$ cat config.mk
export PLATFORM = sky130hd
export DESIGN_NAME = irq_trap_ctrl
export DESIGN_NICKNAME = d
export VERILOG_FILES = /design/src/rtl/irq_trap_ctrl_pkg.sv /design/src/rtl/irq_trap_ctrl_sync.sv /design/src/rtl/irq_trap_ctrl.sv
export SDC_FILE = /design/constraint.sdc
export NUM_CORES = 1
export LEC_CHECK = 0
export ABC_AREA = 1
export CAP_MARGIN = 30
export CORE_ASPECT_RATIO = 0.9
export CORE_MARGIN = 2
export CORE_UTILIZATION = 26
export DETAILED_ROUTE_END_ITERATION = 8
export PLACE_DENSITY = 0.79
export SETUP_SLACK_MARGIN = 0.3
export SLEW_MARGIN = 5
export SYNTH_ARGS = -nofsm -noshare
export SYNTH_HDL_FRONTEND = slang
export SYNTH_SLANG_ARGS = --single-unit
export TNS_END_PERCENT = 100
$ cat constraint.sdc
create_clock -name clk -period 1.63 [get_ports clk]
set_input_delay 0.163 -clock clk [delete_from_list [all_inputs] [get_ports clk]]
set_output_delay 0.163 -clock clk [all_outputs]
set_load 0.005 [all_outputs]
$ cat src/rtl/irq_trap_ctrl_pkg.sv
// Shared state encodings and CSR bit positions for the trap/interrupt sequencer.
package irq_trap_ctrl_pkg;

    typedef enum logic [1:0] {
        ZCRV_TCTL_RUN   = 2'd0,
        ZCRV_TCTL_FLUSH = 2'd1,
        ZCRV_TCTL_HOLD  = 2'd2,
        ZCRV_TCTL_SLEEP = 2'd3
    } tctl_state_e;

    localparam int ZCRV_MIE_MEIE    = 11;
    localparam int ZCRV_MIE_MTIE    = 7;
    localparam int ZCRV_MIE_MSIE    = 3;
    localparam int ZCRV_MSTATUS_MIE = 3;

endpackage

$ cat src/rtl/irq_trap_ctrl_sync.sv
// Single-bit multi-flop synchronizer with asynchronous active-high clear.
module irq_sync #(
    parameter int STAGES = 2
) (
    input  logic clk,
    input  logic rst,
    input  logic d,
    output logic q
);

    logic [STAGES-1:0] ff;

    always_ff @(posedge clk or posedge rst) begin
        if (rst) ff <= '0;
        else     ff <= {ff[STAGES-2:0], d};
    end

    assign q = ff[STAGES-1];

endmodule

$ cat src/rtl/irq_trap_ctrl.sv
// Interrupt/trap sequencer for write-back: sync, arbitrate, flush holdoff and WFI sleep.
// Optional sleep timeout is built when ZCRV_WFI_TIMEOUT_EN is defined.
module irq_trap_ctrl
    import irq_trap_ctrl_pkg::*;
#(
    parameter int SYNC_STAGES = 2,
    parameter int HOLDOFF_CYC = 2,
    parameter int WFI_TIMEOUT = 1024
) (
    input  logic        clk,
    input  logic        rst,
    input  logic        ext_irq,
    input  logic        time_irq,
    input  logic        soft_irq,
    input  logic [31:0] mie_r,
    input  logic [31:0] mstatus_r,
    input  logic        inst_valid_from_idex,
    input  logic        wfi_from_idex,
    input  logic        trap_en,
    input  logic        trap_return,
    input  logic        flush_done,
    output logic        ext_irq_to_eiu,
    output logic        time_irq_to_eiu,
    output logic        soft_irq_to_eiu,
    output logic        stall_to_pipe,
    output logic        sleep,
    output logic [2:0]  irq_pending
);

    logic [2:0]  irq_raw;
    logic [2:0]  en;
    logic        any_en;
    tctl_state_e state;
    logic [3:0]  hold_cnt;
    logic        wake;

    assign irq_raw = {ext_irq, time_irq, soft_irq};

    for (genvar g = 0; g < 3; g++) begin : g_sync
        irq_sync #(.STAGES(SYNC_STAGES)) u_sync (
            .clk (clk),
            .rst (rst),
            .d   (irq_raw[g]),
            .q   (irq_pending[g])
        );
    end

    assign en     = irq_pending & {mie_r[ZCRV_MIE_MEIE], mie_r[ZCRV_MIE_MTIE], mie_r[ZCRV_MIE_MSIE]};
    assign any_en = |en;

`ifdef ZCRV_WFI_TIMEOUT_EN
    logic [15:0] sleep_cnt;

    always_ff @(posedge clk or posedge rst) begin
        if (rst)                          sleep_cnt <= '0;
        else if (state != ZCRV_TCTL_SLEEP) sleep_cnt <= '0;
        else                              sleep_cnt <= sleep_cnt + 16'd1;
    end

    assign wake = any_en || (sleep_cnt == 16'(WFI_TIMEOUT - 1));
`else
    localparam int unused_wfi_timeout = WFI_TIMEOUT;
    assign wake = any_en;
`endif

    // stall/sleep are flopped alongside the state so they never glitch
    always_ff @(posedge clk or posedge rst) begin
        if (rst) begin
            state         <= ZCRV_TCTL_RUN;
            hold_cnt      <= '0;
            stall_to_pipe <= 1'b0;
            sleep         <= 1'b0;
        end else begin
            case (state)
                ZCRV_TCTL_RUN: begin
                    if (trap_en || trap_return) begin
                        state         <= ZCRV_TCTL_FLUSH;
                        stall_to_pipe <= 1'b1;
                    end else if (wfi_from_idex) begin
                        state         <= ZCRV_TCTL_SLEEP;
                        stall_to_pipe <= 1'b1;
                        sleep         <= 1'b1;
                    end
                end
                ZCRV_TCTL_FLUSH: begin
                    if (flush_done) begin
                        stall_to_pipe <= 1'b0;
                        hold_cnt      <= 4'(HOLDOFF_CYC);
                        state         <= (HOLDOFF_CYC == 0) ? ZCRV_TCTL_RUN : ZCRV_TCTL_HOLD;
                    end
                end
                ZCRV_TCTL_HOLD: begin
                    if (hold_cnt <= 4'd1) begin
                        hold_cnt <= '0;
                        state    <= ZCRV_TCTL_RUN;
                    end else begin
                        hold_cnt <= hold_cnt - 4'd1;
                    end
                end
                ZCRV_TCTL_SLEEP: begin
                    // wake ignores mstatus.MIE; with MIE clear the core just resumes past the WFI
                    if (wake) begin
                        state         <= ZCRV_TCTL_RUN;
                        stall_to_pipe <= 1'b0;
                        sleep         <= 1'b0;
                    end
                end
                default: state <= ZCRV_TCTL_RUN;
            endcase
        end
    end

    // eiu samples these in the same cycle, so no flop on this path
    always_comb begin
        ext_irq_to_eiu  = 1'b0;
        time_irq_to_eiu = 1'b0;
        soft_irq_to_eiu = 1'b0;
        if (state == ZCRV_TCTL_RUN && mstatus_r[ZCRV_MSTATUS_MIE] && inst_valid_from_idex && any_en) begin
            if (en[2])      ext_irq_to_eiu  = 1'b1;
            else if (en[0]) soft_irq_to_eiu = 1'b1;
            else            time_irq_to_eiu = 1'b1;
        end
    end

    logic unused_csr_bits;
    assign unused_csr_bits = ^{mie_r, mstatus_r};

endmodule

==> results of run 1 <==
[worst max-delay path, stage by stage, from the launching register on]
cell and delay (ns):
dfrtp_1 0.41, nor2_2 0.13, nand4_1 0.14, buf_4 0.17, nor3_2 0.09, buf_2 0.14
[stage by stage]
step                      hold slack, ns  worst slack, ns  area, sq um  std cells
after detailed placement          0.3378          -0.1234        952.2        134
final                             0.1942          0.09155         1056        143
after global placement            0.3329          -0.1195        952.2        134
after floorplan                  0.05222           0.4572        691.9         83
after global routing              0.2760          0.01280         1056        143
after CTS                         0.2181           0.1386         1016        142
[cells in the mapped netlist, types with 2 or more instances]
cell,instances
a21oi_1,2
buf_4,3
dfrtp_1,14
ha_1,2
inv_1,11
inv_2,2
nand2_1,24
nand3_1,5
nand3_2,2
nor2_1,6
nor2_2,2
nor3_1,2
o21ai_1,2
[registers in the layout, indices dropped and copies added (netlist names)]
| signal | count |
|---|---|
| g_sync.u_sync.ff | 6 |
| state | 2 |
| stall_to_pipe | 1 |
| hold_cnt | 4 |
| sleep | 1 |
[layer usage]
metal,vias to the layer above,share of wire [%],global-route usage [%]
li1,320,-,-
met1,264,38,10.11
met2,16,54,20.41
met3,4,5.0,0.9780
met4,0,2.1,6.977
met5,-,0,0
[timing repair]
action / CTS / global route
pin swaps: 4 / 5
setup buffers: 4 / 1
endpoints found under the setup margin: 3 / 11
resized for setup: 15 / 12
gates cloned: 0 / 0
[where the power goes]
group / internal (uW) / switching, uW
registers: 450 / 72.6
logic: 358 / 396
clock network: 136 / 121
[worst max path at each step]
stage | to | slack (ns) | cells past startpoint
5_1_grt | soft_irq_to_eiu | 0.01 | 5
4_1_cts | soft_irq_to_eiu | 0.14 | 5
6_report | soft_irq_to_eiu | 0.09 | 5
3_3_place_gp | soft_irq_to_eiu | -0.12 | 6
2_1_floorplan | state[1]$_DFFE_PP0P_ | 0.46 | 8
3_5_place_dp | soft_irq_to_eiu | -0.12 | 6
[logic make-up after synthesis]
group                    Yosys count  share of synthesized area (%)
AO/OA/AOI/OAI                      7                          5.787
adder cells (fa/ha/maj)            2                          3.616
buffers and inverters             16                          10.31
flip-flops                        14                          50.63
AND/OR/NAND/NOR                   44                          29.66
[area by class of cell]
| type | instances | area share (%) |
|---|---|---|
| Clock buffer | 4 | 3.436 |
| Inverter | 13 | 4.621 |
| Multi-Input combinational cell | 53 | 28.91 |
| Sequential cell | 14 | 33.18 |
| Tap cell | 28 | 3.318 |
| Timing Repair Buffer | 31 | 26.54 |
==> results.toml, run 1 <==
[power_and_ir_drop]
vdd_drop_max_mv = 0.7019
totalPowerFinal_uw = 1533
p_leak_uw = 0.0005739
power.density_nw_per_um2 = 1452

[timing]
finalSetupViolations = 0
max_clock_freq_ghz = 0.6500
finalSetupTns_ns = 0
period_minus_slack_ns = 1.538
finalMaxSlewViolations = 0
finClkSkew_ns = 0.005812
rsz0062_at_grt = "yes"
tightest_slew_ns = 0.5169
finalHoldViolCount = 0
post-route-period-util_pct = 94.38
max_slew_margin_pct = 65.50

[drt]
drc = 0
wl_per_cell_microns = 10.59
ant_nets = 0
num_vias = 604
wl_mm = 1.514
first_pass_iters = 4
drtIter0Drc = 9
via_per_inst = 4.224

[clock_tree]
cts_root_buffer = "clkbuf_4"
clock_path_buffers = 2
path_clk_slew_ns = 0.09
cts_tree = "yes"
cts.sinks = 14
cts_buffers = 3
clk_latency_ns = 0.29
ctsHoldBuffers = 0
htreeDepth = 1

[layout]
utilization_pct = 42.43
antenna_cells = 0
final_nets = 192
drive_gt1_share_pct = 29.57
nFillCells = 244
area_delta_synth_final_pct = 52.62
seq_area_sq_um = 350.3
final_common_cell = "nand2_1"
final_cell_mix = "nand2_1 (21), dfrtp_1 (14), clkdlybuf4s50_1 (14)"
multiInputGateArea_sq_um = 305.3

[synth]
synth_nets = 159
ys_warn_count = 0
synth-seq-cells = 14
synth_area_sq_um = 691.9
synth.area.top_cells = "dfrtp_1 (51%), nand2_1 (13%), inv_1 (6.0%), ha_1 (3.6%), nand3_1 (3.6%)"
synth_top_area_cell = "dfrtp_1"
synthCells = 83
async_reset_ff_share_pct = 100.0
ys_types = 19
synth_top_area_share_pct = 50.63
synth-main-ff-cell = "dfrtp_1"
synth_edf_count = 0
synth.avg_cell_area_sq_um = 8.336
ys_seq_area_share_pct = 50.63

[critical_path]
worst_ep_arrival_time_ns = 1.38
start_kind = "flop"
ff2ff_path_depth = 8
crit_path_end_kind = "primary output"
reg2reg_from = "state[1]$_DFFE_PP0P_"
critPathRequiredTime_ns = 1.47
crit_start = "state[1]$_DFFE_PP0P_"
r2r_setup_slack_ns = 0.35
r2r_end = "hold_cnt[2]$_DFFE_PP0P_"
cp_max_fo = 3
crit_type = "reg2out"

[die]
start_util_pct = 27.80
num_io_pins = 82
core_area_sq_um = 2489
num_rows = 17
dieArea_sq_um = 3090
die_w_microns = 58.38
dieHeight_microns = 52.94

[grt]
track_usage_pct = 10.35
grt_start_max_net_pins = 15
grt_overflow = 0
grt_pass1_vias = 629
antenna_found_initial = 0
grt_pass1_wl_mm = 2.401

[run_status]
outcome = "finished, final reports clean"

[placement]
gp_congestion = 0.7300
port_buffers = 21
dp_hpwl_mm = 1.108

[min_path]
hold_path_class = "in2async"

[job]
cap_violations = 0
Power figures use the tool's default switching activity.
==> run 2: changes to the inputs <==
--- a/config.mk
+++ b/config.mk
@@ -10,6 +10,7 @@
 export CORE_ASPECT_RATIO = 0.9
 export CORE_MARGIN = 2
 export CORE_UTILIZATION = 26
+export CTS_CLUSTER_DIAMETER = 50
 export DETAILED_ROUTE_END_ITERATION = 8
 export PLACE_DENSITY = 0.79
 export SETUP_SLACK_MARGIN = 0.3
==> results of run 2 <==
No change in the layout: final DEF, timing and power equal those of run 1.
